File: config.mk
export PLATFORM = sky130hd
export DESIGN_NAME = sdram_write_arbiter
export DESIGN_NICKNAME = d
export VERILOG_FILES = /design/src/rtl/sdram_arb_pkg.sv /design/src/rtl/sdram_arb_chan.sv /design/src/rtl/sdram_write_arbiter.sv
export SDC_FILE = /design/constraint.sdc
export NUM_CORES = 1
export LEC_CHECK = 0
export CAP_MARGIN = 20
export CELL_PAD_IN_SITES_DETAIL_PLACEMENT = 1
export CELL_PAD_IN_SITES_GLOBAL_PLACEMENT = 2
export CORE_MARGIN = 4
export CORE_UTILIZATION = 29
export DETAILED_ROUTE_END_ITERATION = 6
export PLACE_DENSITY = 0.85
export SETUP_SLACK_MARGIN = 0.2
export SYNTH_ARGS = -nofsm -noshare
export SYNTH_HDL_FRONTEND = slang
export SYNTH_HIERARCHICAL = 1
export SYNTH_SLANG_ARGS = --single-unit
File: constraint.sdc
create_clock -name clk -period 5.1 [get_ports clk]
set_input_delay 1.53 -clock clk [delete_from_list [all_inputs] [get_ports clk]]
set_output_delay 1.53 -clock clk [all_outputs]
set_load 0.02 [all_outputs]
File: src/rtl/sdram_arb_pkg.sv
// Shared types and helpers for the SDRAM write arbiter: FSM states, address step,
// drop-counter width and the round-robin grant search.
package sdram_arb_pkg;

    typedef enum logic {
        IDLE,
        WRITE
    } arb_state_t;

    localparam int ADDR_STEP = 8;
    localparam int DROP_W    = 16;

    // First requester after 'last' in circular order; returns 'last' when nobody requests.
    function automatic logic [2:0] rr_next(input logic [7:0] req, input logic [2:0] last, input int num);
        logic [2:0] pick;
        int         idx;
        pick = last;
        for (int k = 8; k >= 1; k--) begin
            idx = (int'(last) + k) % num;
            if (k <= num && req[idx]) begin
                pick = 3'(idx);
            end
        end
        return pick;
    endfunction

endpackage

File: src/rtl/sdram_arb_chan.sv
// One capture channel: single-entry sample buffer, ring write pointer with wrap and
// an optional saturating drop counter (enabled by `define SDRAM_ARB_DROP_CNT_EN).
module sdram_arb_chan
    import sdram_arb_pkg::*;
#(
    parameter int DATA_W     = 32,
    parameter int RBUF_WORDS = 2500,
    parameter int PTR_W      = (RBUF_WORDS > 1) ? $clog2(RBUF_WORDS) : 1
) (
    input  logic              clk,
    input  logic              reset,
    input  logic              valid,
    input  logic [DATA_W-1:0] data,
    input  logic              accept,
    output logic              pend,
    output logic [DATA_W-1:0] hold,
    output logic [PTR_W-1:0]  wptr,
    output logic [DROP_W-1:0] drop_cnt
);

    localparam logic [PTR_W-1:0] LAST_WORD = PTR_W'(RBUF_WORDS - 1);

    // A new sample may refill the buffer in the same cycle the old one is accepted.
    always_ff @(posedge clk) begin
        if (reset) begin
            pend <= 1'b0;
            hold <= '0;
            wptr <= '0;
        end else begin
            if (valid && (!pend || accept)) begin
                hold <= data;
                pend <= 1'b1;
            end else if (accept) begin
                pend <= 1'b0;
            end
            if (accept) begin
                wptr <= (wptr == LAST_WORD) ? '0 : wptr + 1'b1;
            end
        end
    end

`ifdef SDRAM_ARB_DROP_CNT_EN
    always_ff @(posedge clk) begin
        if (reset) begin
            drop_cnt <= '0;
        end else if (valid && pend && !accept && (drop_cnt != '1)) begin
            drop_cnt <= drop_cnt + 1'b1;
        end
    end
`else
    assign drop_cnt = '0;
`endif

endmodule

File: src/rtl/sdram_write_arbiter.sv
// Round-robin sharing of one 64-bit Avalon-MM write master among NUM_CH capture rings,
// with write-pointer snapshot on interrupt. Drop counters need `define SDRAM_ARB_DROP_CNT_EN.
module sdram_write_arbiter
    import sdram_arb_pkg::*;
#(
    parameter int          NUM_CH     = 4,
    parameter int          DATA_W     = 32,
    parameter int          RBUF_WORDS = 2500,
    parameter logic [31:0] CH_STRIDE  = 32'h0001_0000
) (
    input  logic                     clk,
    input  logic                     reset,
    input  logic [NUM_CH-1:0]        ch_valid,
    input  logic [NUM_CH*DATA_W-1:0] ch_data,
    input  logic [31:0]              mem_addr,
    input  logic [7:0]               interrupt_id,
    output logic [31:0]              address,
    output logic                     write_en,
    output logic [63:0]              writedata,
    input  logic                     waitrequest,
    output logic [NUM_CH*32-1:0]     end_address,
    output logic [NUM_CH*DROP_W-1:0] drop_cnt
);

    localparam int GW    = (NUM_CH > 1) ? $clog2(NUM_CH) : 1;
    localparam int PTR_W = (RBUF_WORDS > 1) ? $clog2(RBUF_WORDS) : 1;

    arb_state_t        state, state_next;
    logic [GW-1:0]     grant, grant_next, last_grant, last_grant_next, pick;
    logic [31:0]       address_next;
    logic              write_en_next;
    logic [63:0]       writedata_next;
    logic              accept;
    logic [NUM_CH-1:0] pend, ch_accept;
    logic [DATA_W-1:0] hold [NUM_CH];
    logic [PTR_W-1:0]  wptr [NUM_CH];

    assign accept = (state == WRITE) && !waitrequest;
    assign pick   = GW'(rr_next(8'(pend), 3'(last_grant), NUM_CH));

    for (genvar i = 0; i < NUM_CH; i++) begin : g_ch
        assign ch_accept[i] = accept && (grant == GW'(i));

        sdram_arb_chan #(
            .DATA_W     (DATA_W),
            .RBUF_WORDS (RBUF_WORDS),
            .PTR_W      (PTR_W)
        ) u_chan (
            .clk      (clk),
            .reset    (reset),
            .valid    (ch_valid[i]),
            .data     (ch_data[i*DATA_W +: DATA_W]),
            .accept   (ch_accept[i]),
            .pend     (pend[i]),
            .hold     (hold[i]),
            .wptr     (wptr[i]),
            .drop_cnt (drop_cnt[i*DROP_W +: DROP_W])
        );
    end

    // mem_addr and the channel buffer are captured only at issue, so the bus stays stable in WRITE.
    always_comb begin
        state_next      = state;
        grant_next      = grant;
        last_grant_next = last_grant;
        write_en_next   = write_en;
        address_next    = address;
        writedata_next  = writedata;
        unique case (state)
            IDLE: begin
                if (|pend) begin
                    state_next     = WRITE;
                    grant_next     = pick;
                    write_en_next  = 1'b1;
                    address_next   = mem_addr + 32'(pick) * CH_STRIDE + 32'(wptr[pick]) * 32'(ADDR_STEP);
                    writedata_next = 64'(hold[pick]);
                end
            end
            WRITE: begin
                if (!waitrequest) begin
                    state_next      = IDLE;
                    last_grant_next = grant;
                    write_en_next   = 1'b0;
                end
            end
            default: state_next = IDLE;
        endcase
    end

    always_ff @(posedge clk) begin
        if (reset) begin
            state      <= IDLE;
            grant      <= '0;
            last_grant <= GW'(NUM_CH - 1);
            write_en   <= 1'b0;
            address    <= '0;
            writedata  <= '0;
        end else begin
            state      <= state_next;
            grant      <= grant_next;
            last_grant <= last_grant_next;
            write_en   <= write_en_next;
            address    <= address_next;
            writedata  <= writedata_next;
        end
    end

    // Snapshot uses the registered pointers, so a same-cycle advance reports its old value.
    always_ff @(posedge clk) begin
        if (reset) begin
            end_address <= '0;
        end else if (interrupt_id != 8'd0) begin
            for (int i = 0; i < NUM_CH; i++) begin
                end_address[i*32 +: 32] <= 32'(wptr[i]) * 32'(ADDR_STEP);
            end
        end
    end

endmodule

Word level (Yosys, flattened, before mapping). Cells that the tools add are included.

Register bits after elaboration: 298. Input bits: 175. Output and inout bits: 289. Word-level logic and storage cells: 122.

Add/sub/neg operators: 10. Magnitude comparators: 5. Eq/ne operators: 9. Muxes and demuxes: 40. Bitwise gates (word level): 7. Reductions and logical operators: 32.

Operators by type and width (count): two-way mux 12 bit (6); binary-select mux 32 bit (select 2 bit) (1); two-way mux 32 bit (2); adder 12 x 1 -> 12 bit, second input constant (4); equality test 12 bit, second input constant (4); adder 32 x 15 -> 32 bit (1); adder 32 x 18 -> 32 bit (1); binary-select mux 12 bit (select 2 bit) (1); < comparator 3 x 5 -> 1 bit, second input constant (4); two-way mux 1 bit (20); binary-select mux 1 bit (select 3 bit) (4); logical AND 1 bit (9); two-way mux 2 bit (4); nonzero test 2 bit (4); nonzero test 8 bit (1); OR reduction 2 bit (4); AND reduction 2 bit (3); logical NOT 1 bit (5); adder 2 x 1 -> 2 bit, second input constant (2); adder 2 bit, second input constant (2); AND 1 bit, first input constant (4); equality test 2 bit, second input constant (2); logical OR 1 bit (4); inequality test 2 bit, second input constant (2); other kinds (7) (9).

Depth between registers and ports, before layout. Gate-level depths: netlist (run 1).

Depth in word-level cells: 15. Depth in mapped cells: 16. Mapped depth without buffers: 13.

Hierarchy. The synthesis (run 1) kept the hierarchy.

Modules (own cells, without submodules): sdram_arb_chan (times used 4, cells an instance 229, area an instance 1933.1 µm², seq. area each 900.9 µm²); sdram_write_arbiter (times used 1, cells an instance 825, area an instance 7148.1 µm², seq. area each 2362.3 µm²).

Worst setup path after synthesis (run 1). No wires, ideal clock.

Path kind: register to register. Start: register g_ch[3].u_chan.pend. End: register address[31]. Library setup time: 0.079 ns. Data arrival time: 3.384 ns. Data required time: 5.021 ns. Setup slack: 1.637 ns. Cell stages (with the launch flop): 17. Buffers on the path: 3. Period minus slack after synthesis: 3.463 ns. Cell sequence: dfxtp_1 > nor2b_1 > a21o_1 > a211oi_2 > buf_6 > buf_8 > buf_4 > mux4_2 > ha_1 > inv_1 > fa_1 > nand2b_1 > a21oi_1 > o21ai_1 > a2111oi_4 > xnor2_1 > a211oi_2.

Longest elaborated chain between the ends: 12. Elaborated cells between the ends (all ways): 24. Those cells by class: add/sub: 2; mux: 19; bitwise: 1; reduce/logical: 2.

RTL lines: start: declaration (line sdram_arb_chan.sv:15) `output logic pend,`; start signal: assignment (line sdram_arb_chan.sv:26) `pend <= 1'b0;`; start signal: assignment (line sdram_arb_chan.sv:32) `pend <= 1'b1;`; start signal: assignment (line sdram_arb_chan.sv:34) `pend <= 1'b0;`; parallel branches: the longest is 12 deep, another holds adder 32 x 18 -> 32 bit; end signal: assignment (line sdram_write_arbiter.sv:103) `address <= address_next;`; end: declaration (line sdram_write_arbiter.sv:17) `output logic [31:0] address,`.

Parallel ways; which one is timed is not known. The select of a mux whose other input is x is not followed. A chain may end at the register's enable or synchronous reset.

Worst setup path in the final report (run 1).
Start: register last_grant[0]. End: register address[19].

Longest elaborated chain between the ends: 15. Elaborated cells between the ends (all ways): 34. Those cells by class: add/sub: 6; mux: 19; bitwise: 5; reduce/logical: 4.

RTL lines: start: declaration (line sdram_write_arbiter.sv:29) `logic [GW-1:0] grant, grant_next, last_grant, last_grant_next, pick;`; start signal: assignment (line sdram_write_arbiter.sv:94) `last_grant <= GW'(NUM_CH - 1);`; start signal: assignment (line sdram_write_arbiter.sv:101) `last_grant <= last_grant_next;`; adder 2 x 1 -> 2 bit (line sdram_arb_pkg.sv:19) `idx = (int'(last) + k) % num;`; OR reduction 2 bit (no line); AND 1 bit (no line); binary-select mux 1 bit (select 3 bit) (line sdram_arb_pkg.sv:20) `if (k <= num && req[idx]) begin`; two-way mux 1 bit (not written as such) (2 in series) (line sdram_arb_pkg.sv:20); two-way mux 2 bit (3 in series) (line sdram_arb_pkg.sv:20); two-way mux 2 bit (*) (line sdram_arb_pkg.sv:20); parallel branches: the longest is 4 deep, another holds adder 32 x 18 -> 32 bit; adder 32 x 15 -> 32 bit (*) (line sdram_write_arbiter.sv:75) `address_next = mem_addr + 32'(pick) * CH_STRIDE + 32'(wptr[pick]) * 32'(ADDR_STEP);`.

Mark *: on every way between the ends. The select of a mux whose other input is x is not followed.

==> reports/summary.txt, run 1 <==
Run status = finished clean
Die Width = 235 um
Post-synth top area share = 0.401
Area grow syn2layout = 26.2%
Post-cts gate resize count = 0
Synth Instances = 1,741
Synth area leader = dfxtp_1
Post-synth EDFFs = 0
H-tree depth = 2
Critical Path RT = 5.54 ns
Final clock skew = 0.0191 ns
Via count = 13,320
Hold bufs inserted after CTS = 0
Main synth FF type = dfxtp_1
Leakage = 6.66 nW
Setup Buffers After CTS = 0
Final worst slack = 0.831 ns
Met3 usage in global routing = 0.0408
Yosys cell types = 59
HPWL Detailed = 37,900 um
CTS buffer count = 37
Period minus WS final = 4.27 ns
FF-to-FF path depth = 13
Setup TNS = 0 ns
Hold Path Origin = address[14]
Synthesized area per cell = 8.55 um2
Hold Path Depth = 2
WS Path Type = flip-flop to flip-flop
Multi-input logic area = 0.00756 mm2
Hold/Removal Path Class = flip-flop to flip-flop
Ratio of cells with drive above 1 in the final layout = 0.0869
WHS Endpoint = address[14]
Register area = 0.00597 mm2
Starting DRT DRC Count = 740
Initial antenna violation count = 3
CTS tree = yes
Worst Path Max Fanout = 15
Pre-CTS worst setup slack = 0.706 ns
Die Ht = 235 um
Worst setup EP type = flip-flop
Detailed Route WL = 55,300 um
Mapped Area = 0.0149 mm2
Pwr Density = 333 mW/mm2
Grt met2 use = 0.338
Max Fclk = 234 MHz
First-pass GRT wire length = 82,900 um
Final setup vio count = 0
Met1 usage = 0.238
Sink Count = 298
Async set-reset flop share out of synthesis = 0
Peak supply drop = 0.176 mV
Grt total ovfl = 0
R2r setup slk = 0.83 ns
Antenna Violating Nets Remaining = 0
Drt pass-1 iters = 5
IO Port Bufs = 287
Worst R2R Start = last_grant[0]
Final hold vios = 0
Die area = 0.0550 mm2
Clock Latency Late Sink = 0.55 ns
Via/cell ratio = 5.00
GRT Overall Usage = 0.193
Clock slew at reported path FFs = 0.06 ns
RSZ-0062 raised after global routing = no
Vias in the first global route = 13,935
Core Footprint = 0.0505 mm2
Top Ports = 464
Bufs on Longest Clock Path = 3
Worst slew pin tran = 1.00 ns
Most used routing layer = met2
Crit Reg-Reg Endpoint = address[19]
Top cells by area, synth = dfxtp_1 (40%), buf_4 (9.0%), a21oi_1 (8.8%)
Fill count = 5,972
Tot Pwr = 6.26 mW
Largest net degree at the start of global routing = 103
Pins Over Slew Limit = 0
GP Congestion = 0.845
Final period utilization = 0.837
YS warnings = 6
Max-slew headroom = 0.326
Max cap viols = 0
Sequential cell area fraction in the yosys report = 0.401
Final net count = 2,158
Rows = 82
Initial Utilization = 0.295
Crit path launch type = flip-flop
# DRC = 0
Crit path arrival time = 4.71 ns
Root Buffer = clkbuf_16
Number of synthesized register bits = 298
WL/cell = 20.7 um
-- per-stage QoR --
step | cells | utilization | area, um2 | hold slack (ns)
6_report | 2665 | 0.372 | 18800 | 0.448
5_1_grt | 2663 | 0.372 | 18800 | 0.468
4_1_cts | 2661 | 0.371 | 18700 | 0.450
3_5_place_dp | 2595 | 0.347 | 17500 | 0.442
3_3_place_gp | 2594 | 0.347 | 17500 | 0.438
2_1_floorplan | 1912 | - | 15500 | 0.447
-- critical path, stage by stage (launching register included) --
cell and delay [ns]:
dfxtp_1 0.38, nand2b_1 0.16, o21ai_1 0.12, o21ai_4 0.63, mux4_2 0.62, ha_1 0.24
inv_1 0.08, fa_1 0.18, nand2b_1 0.17, a21oi_1 0.12, o21ai_1 0.80, a211oi_1 0.19
xnor2_1 0.18, a211oi_1 0.27
-- synthesized netlist by cell type, types with 3 or more instances --
library cell  number
a211oi_1          21
a21o_1             5
a21oi_1          263
a21oi_2            9
and3_1             5
buf_1             15
buf_2              7
buf_4            179
buf_6              5
clkbuf_1          87
clkbuf_8           8
conb_1             5
dfxtp_1          298
ha_1              18
inv_1             19
mux2i_1            7
mux4_1             3
mux4_2            40
nand2_1          223
nand2b_1          11
nand3_1          145
nand3b_1           4
nand4_1           24
nor2_1            37
nor2_2             8
nor2b_1            6
nor3_1             6
nor3b_1            4
nor4_1             4
o211ai_1           5
o21ai_0          151
o21ai_1            6
o31ai_1           12
o41ai_2            4
or3_1             17
or4_1             12
or4b_1             8
xnor2_1           24
xor2_1            14
-- worst max-delay path by stage --
stage	start	endpoint	cells after the start
after floorplan	g_ch[3].u_chan/pend	address[31]	16
after global placement	mem_addr[3]	address[31]	10
after detailed placement	mem_addr[3]	address[31]	10
after CTS	last_grant[0]	address[19]	13
after global routing	last_grant[0]	address[21]	13
final	last_grant[0]	address[19]	13
-- power by group --
group / total, mW / leakage [nW] / internal (mW) / switching [mW]
logic: 1.07 / 3.63 / 0.408 / 0.663
clock network: 2.68 / 0.596 / 1.58 / 1.10
registers: 2.51 / 2.43 / 2.44 / 0.0678
total: 6.26 / 6.66 / 4.42 / 1.83
-- cells in the final DEF, fill, tap and decap left out, types with 6 or more instances in the layout --
master,count
clkbuf_1,6
clkdlybuf4s50_1,285
or4_1,12
clkinv_2,7
inv_1,19
nor3_1,6
o21ai_0,151
o21ai_1,6
nor2_1,36
nand4_1,24
mux4_2,40
ha_1,18
nand3_1,145
a21oi_1,263
nand2b_1,7
a211oi_1,21
clkbuf_16,37
mux2i_1,7
nand2_1,223
conb_1,176
xor2_1,14
nor2_2,8
clkbuf_8,6
or4b_1,8
xnor2_1,24
or3_1,17
buf_4,27
a21oi_2,9
dfxtp_1,298
o31ai_1,12
-- cell families after synthesis --
logic type,Yosys count,share of synthesized area
buf+inv,322,0.137
compound gates,489,0.184
mux,50,0.0705
flops,298,0.401
simple gates,520,0.167
other cells,5,0.00126
xor+xnor,38,0.0224
fa+ha+maj,19,0.0165
-- cell type report --
type                    count  area share
multi-input cells        1292       0.402
flip-flops and latches    298       0.318
repair buffers            316       0.166
clock buffers              48      0.0542
well taps                 672      0.0448
clock inverters            18      0.0108
inverters                  19     0.00380
diodes                      2    0.000266
-- state kept, by name (all words and copies together), names as in the netlist --
name and cells:
address 32, end_address 48, g_ch.u_chan/hold 128, g_ch.u_chan/pend 4
g_ch.u_chan/wptr 48, grant 2, last_grant 2, state 1
write_en 1, writedata 32
-- layer usage --
layer,wire [um],vias up
li1,-,6248
met1,22900,6603
met2,27800,373
met3,3150,90
met4,1390,6
met5,23,-
(Power assumes the default switching activity.)
==> inputs of run 2 (changes only) <==
CORE_UTILIZATION = 24   (was 29)
PLACE_DENSITY = 0.75   (was 0.85)
clock period = 3.8 ns   (was 5.1 ns; I/O delays follow)
==> reports/summary.txt, run 2 (same netlist as run 1, synthesis figures left out) <==
Clock Latency Late Sink = 0.55 ns
Ratio of cells with drive above 1 in the final layout = 0.104
Peak supply drop = 0.235 mV
WL/cell = 20.6 um
Max Fclk = 287 MHz
Clock share of power = 0.433
Fill count = 7,179
Max FFs per register = 128
Rows = 91
Vias in the first global route = 14,223
Clock slew at reported path FFs = 0.06 ns
Hold bufs inserted after CTS = 0
Die Width = 257 um
Largest regs = g_ch.u_chan/hold x128, end_address x48, g_ch.u_chan/wptr x48
WS Path Type = flip-flop to flip-flop
Grt total ovfl = 0
HPWL Detailed = 40,500 um
Critical Path RT = 4.26 ns
Final net count = 2,178
Final hold vios = 0
Pins Over Slew Limit = 0
FF-to-FF path depth = 15
Bufs on Longest Clock Path = 3
Via/cell ratio = 4.71
RSZ-0062 raised after global routing = no
Core Footprint = 0.0616 mm2
Die area = 0.0660 mm2
Sequential share of power = 0.391
Net Switching = 2.48 mW
Top Ports = 464
Drt pass-1 iters = 5
Hold slack = 0.451 ns
GP Congestion = 0.832
Sink Count = 298
Area grow syn2layout = 30.0%
Period minus WS final = 3.49 ns
Switch share = 0.287
Setup TNS = 0 ns
CTS tree = yes
Max cap viols = 0
Final period utilization = 0.918
Leakage = 6.82 nW
Combinational power share = 0.176
Root Buffer = clkbuf_16
P_int = 6.14 mW
Design area = 0.0193 mm2
Worst slew pin tran = 1.09 ns
Initial Utilization = 0.242
Antenna Violating Nets Remaining = 0
Crit path launch type = flip-flop
Max-slew headroom = 0.270
Run status = finished clean
Pwr Density = 445 mW/mm2
GRT Overall Usage = 0.170
First-pass GRT wire length = 88,300 um
Commonest cells after routing, fill and taps aside = dfxtp_1 (297), clkdlybuf4s50_1 (282), a21oi_1 (262)
# DRC = 0
Via count = 13,419
Commonest non-fill, non-tap cell in the layout = dfxtp_1
Die Ht = 257 um
Crit path arrival time = 3.95 ns
Initial antenna violation count = 2
H-tree depth = 2
Hold Path Depth = 2
Final clock skew = 0.0143 ns
Placed Area = 0.0179 mm2
IO Port Bufs = 287
Starting DRT DRC Count = 875
Worst setup EP type = flip-flop
Top reg by flops = g_ch.u_chan/hold
CTS buffer count = 38
Detailed Route WL = 58,700 um
Largest net degree at the start of global routing = 120
Worst Path Max Fanout = 10
Hold/Removal Path Class = flip-flop to flip-flop
Final setup vio count = 0
[run 2: worst paths after layout]
kind | start | end | slack, ns
max reg2reg | g_ch[3].u_chan/pend | address[31] | 0.31
min | end_address[45] | end_address[45] | 0.45
min reg2reg | end_address[45] | end_address[45] | 0.45
max | g_ch[3].u_chan/pend | address[31] | 0.31
[run 2: area by class of cell]
class	count	area, um2	area share
clock buffers	58	1140	0.0588
diodes	1	2.50	0.000129
inverters	19	71.3	0.00369
multi-input cells	1292	7640	0.395
flip-flops and latches	298	5970	0.308
repair buffers	335	3350	0.173
well taps	837	1050	0.0541
clock inverters	11	139	0.00718
[run 2: metal layers]
layer,track usage,routed length (um),share of wire
met1,0.214,25300,0.43
met2,0.300,29300,0.50
met3,0.0303,2780,0.047
met4,0.0447,1190,0.020
met5,0,10,0.00017
[run 2: repair_timing]
action | in CTS | in global routing
pin swaps | 2 | 5
endpoints found under the setup margin | 13 | 14
gates resized for setup | 1 | 17
setup buffers | 5 | 2
cloned | 0 | 0
[run 2: power groups by stage]
stage / Combinational, mW / Clock [mW] / Sequential (mW)
after floorplan: 0.946 / 0 / 3.47
after global placement: 1.48 / 0 / 3.43
after detailed placement: 1.49 / 0 / 3.44
after CTS: 1.52 / 3.87 / 3.37
after global routing: 1.63 / 3.99 / 3.39
final: 1.52 / 3.73 / 3.37
[run 2: metrics by stage]
stage	cells	utilization	total power, mW	worst slack, ns
floorplan	1912	-	4.42	0.337
global placement	2774	0.291	4.91	0.132
detailed placement	2774	0.291	4.93	0.0480
CTS	2848	0.313	8.76	0.224
global route	2851	0.314	9.01	0.203
finish	2851	0.314	8.61	0.313
[run 2: critical path: stages (launching register included)]
cell and delay, ns:
dfxtp_1 0.37, nor2b_2 0.19, a21o_1 0.20, a211oi_4 0.25
buf_12 0.17, mux4_2 0.19, ha_1 0.20, inv_1 0.07
fa_1 0.38, nand2b_1 0.19, a21oi_1 0.23, o21ai_1 0.13
buf_4 0.21, a2111oi_4 0.30, xnor2_1 0.11, a211oi_2 0.21
==> inputs of run 3 (changes only) <==
RECOVER_POWER = 25   (was unset)
clock period = 3.2 ns   (was 3.8 ns; I/O delays follow)
==> reports/summary.txt, run 3 (same netlist as run 1, synthesis figures left out) <==
Pins Over Slew Limit = 0
Worst slew pin tran = 0.908 ns
RSZ-0062 raised after global routing = yes
R2r setup slk = -0.12 ns
Core Footprint = 0.0616 mm2
Bufs on Longest Clock Path = 3
Grt total ovfl = 0
H-tree depth = 2
CTS buffer count = 40
Drt pass-1 iters = 5
IO Port Bufs = 287
Failing checks = setup timing
Peak supply drop = 0.291 mV
Top Ports = 464
Final hold vios = 0
Via count = 13,756
Die Ht = 257 um
Max Fclk = 302 MHz
Hold/Removal Path Class = flip-flop to flip-flop
Final period utilization = 1.04
Clock Latency Late Sink = 0.55 ns
Final net count = 2,268
Final setup vio count = 18
Run status = finished, violations left
Initial antenna violation count = 1
Crit path arrival time = 3.80 ns
Design area = 0.0207 mm2
Die Width = 257 um
Rows = 91
WS Path Type = flip-flop to flip-flop
Largest net degree at the start of global routing = 72
Pwr Density = 511 mW/mm2
Critical Path RT = 3.68 ns
Worst setup EP type = flip-flop
Area grow syn2layout = 39.0%
Sink Count = 298
Antenna Violating Nets Remaining = 0
Hold slack = 0.451 ns
Crit path from = last_grant[0]
Total inserted antenna cells = 0
Root Buffer = clkbuf_16
First-pass GRT wire length = 88,800 um
Worst R2R Start = last_grant[0]
Die area = 0.0660 mm2
FF-to-FF path depth = 15
Crit path launch type = flip-flop
Tot Pwr = 10.6 mW
Via/cell ratio = 4.68
HPWL Detailed = 42,800 um
Critical Path End = address[18]
Largest regs = g_ch.u_chan/hold x128, end_address x48, g_ch.u_chan/wptr x48
Final worst slack = -0.115 ns
GRT Overall Usage = 0.169
Period minus WS final = 3.32 ns
Max cap viols = 0
WL/cell = 20.0 um
Crit Reg-Reg Endpoint = address[18]
Initial Utilization = 0.242
GP Congestion = 0.853
Max-slew headroom = 0.393
Placed Area = 0.0186 mm2
Ratio of cells with drive above 1 in the final layout = 0.162
Max FFs per register = 128
Final clock skew = 0.0213 ns
CTS tree = yes
Clock slew at reported path FFs = 0.06 ns
# DRC = 0
Fin util = 0.336
Vias in the first global route = 14,609
Leakage = 7.42 nW
Worst Path Max Fanout = 8
Detailed Route WL = 58,700 um
Starting DRT DRC Count = 618
Commonest cells after routing, fill and taps aside = dfxtp_1 (294), clkdlybuf4s50_1 (286), a21oi_1 (255)
Commonest non-fill, non-tap cell in the layout = dfxtp_1
Top reg by flops = g_ch.u_chan/hold
==> run 3: changes by cell type in the layout (fill, tap and decap cells not counted), sizes merged <==
cell,previous run,this run
buf,52,136
bufinv,3,4
clkbuf,59,54
clkdlybuf4s50,282,286
clkinv,5,11
clkinvlp,2,0
diode,1,0
inv,20,22
==> run 3: stage by stage <==
step / instances / TNS [ns] / setup slack [ns]
after floorplan: 1912 / -1.13 / -0.168
after global placement: 2836 / -2.74 / -0.211
after detailed placement: 2837 / -5.71 / -0.321
after CTS: 2930 / -0.539 / -0.117
after global routing: 2940 / -3.56 / -0.245
final: 2940 / -1.02 / -0.115
==> run 3: critical path, stage by stage (launching register included) <==
cell	delay, ns
dfxtp_4	0.37
nand2b_4	0.15
o21ai_4	0.06
o21ai_4	0.19
buf_12	0.16
mux4_2	0.56
ha_4	0.20
buf_6	0.12
a211oi_4	0.29
o211ai_2	0.16
a2111oi_4	0.33
buf_6	0.21
buf_4	0.13
nor3_2	0.03
nand3b_1	0.15
a21oi_1	0.13
==> run 3: layout make-up <==
class | instances | area [um2]
timing repair buffer | 423 | 4250
inverter | 19 | 73.8
multi-input combinational | 1292 | 8030
sequential | 298 | 5980
tap | 837 | 1050
clock inverter | 18 | 230
fill | 7125 | 40900
clock buffer | 53 | 1080
==> run 3: worst min-delay path by stage <==
stage / start / to / slack, ns / depth (start not counted)
3_3_place_gp: end_address[108] / end_address[108] / 0.44 / 2
6_report: end_address[6] / end_address[6] / 0.45 / 2
5_1_grt: end_address[7] / end_address[7] / 0.47 / 2
2_1_floorplan: g_ch[3].u_chan/hold[18] / g_ch[3].u_chan/hold[18] / 0.45 / 2
4_1_cts: end_address[5] / end_address[5] / 0.45 / 2
3_5_place_dp: end_address[5] / end_address[5] / 0.45 / 2
==> run 3: what timing repair did <==
action / 4_1_cts / 5_1_grt
gates resized for setup: 63 / 18
endpoints found under the hold margin: 0 / 0
setup buffers: 20 / 8
hold buffers: 0 / 0
cloned: 2 / 0
endpoints found under the setup margin: 24 / 24
pin swaps: 54 / 17
==> run 3: power breakdown <==
group          switching (mW)  leakage, nW  internal (mW)  total, mW
combinational            1.15         4.34          0.886       2.03
clock                    1.81        0.645           2.72       4.53
sequential              0.112         2.43           3.89       4.00
total                    3.07         7.42           7.50       10.6
==> run 3: routing by layer <==
metal	track usage	vias up	routed length, um
met5	0	-	13
met4	0.0494	2	1500
met1	0.201	6834	23900
met3	0.0267	93	2630
li1	-	6458	-
met2	0.313	369	30700
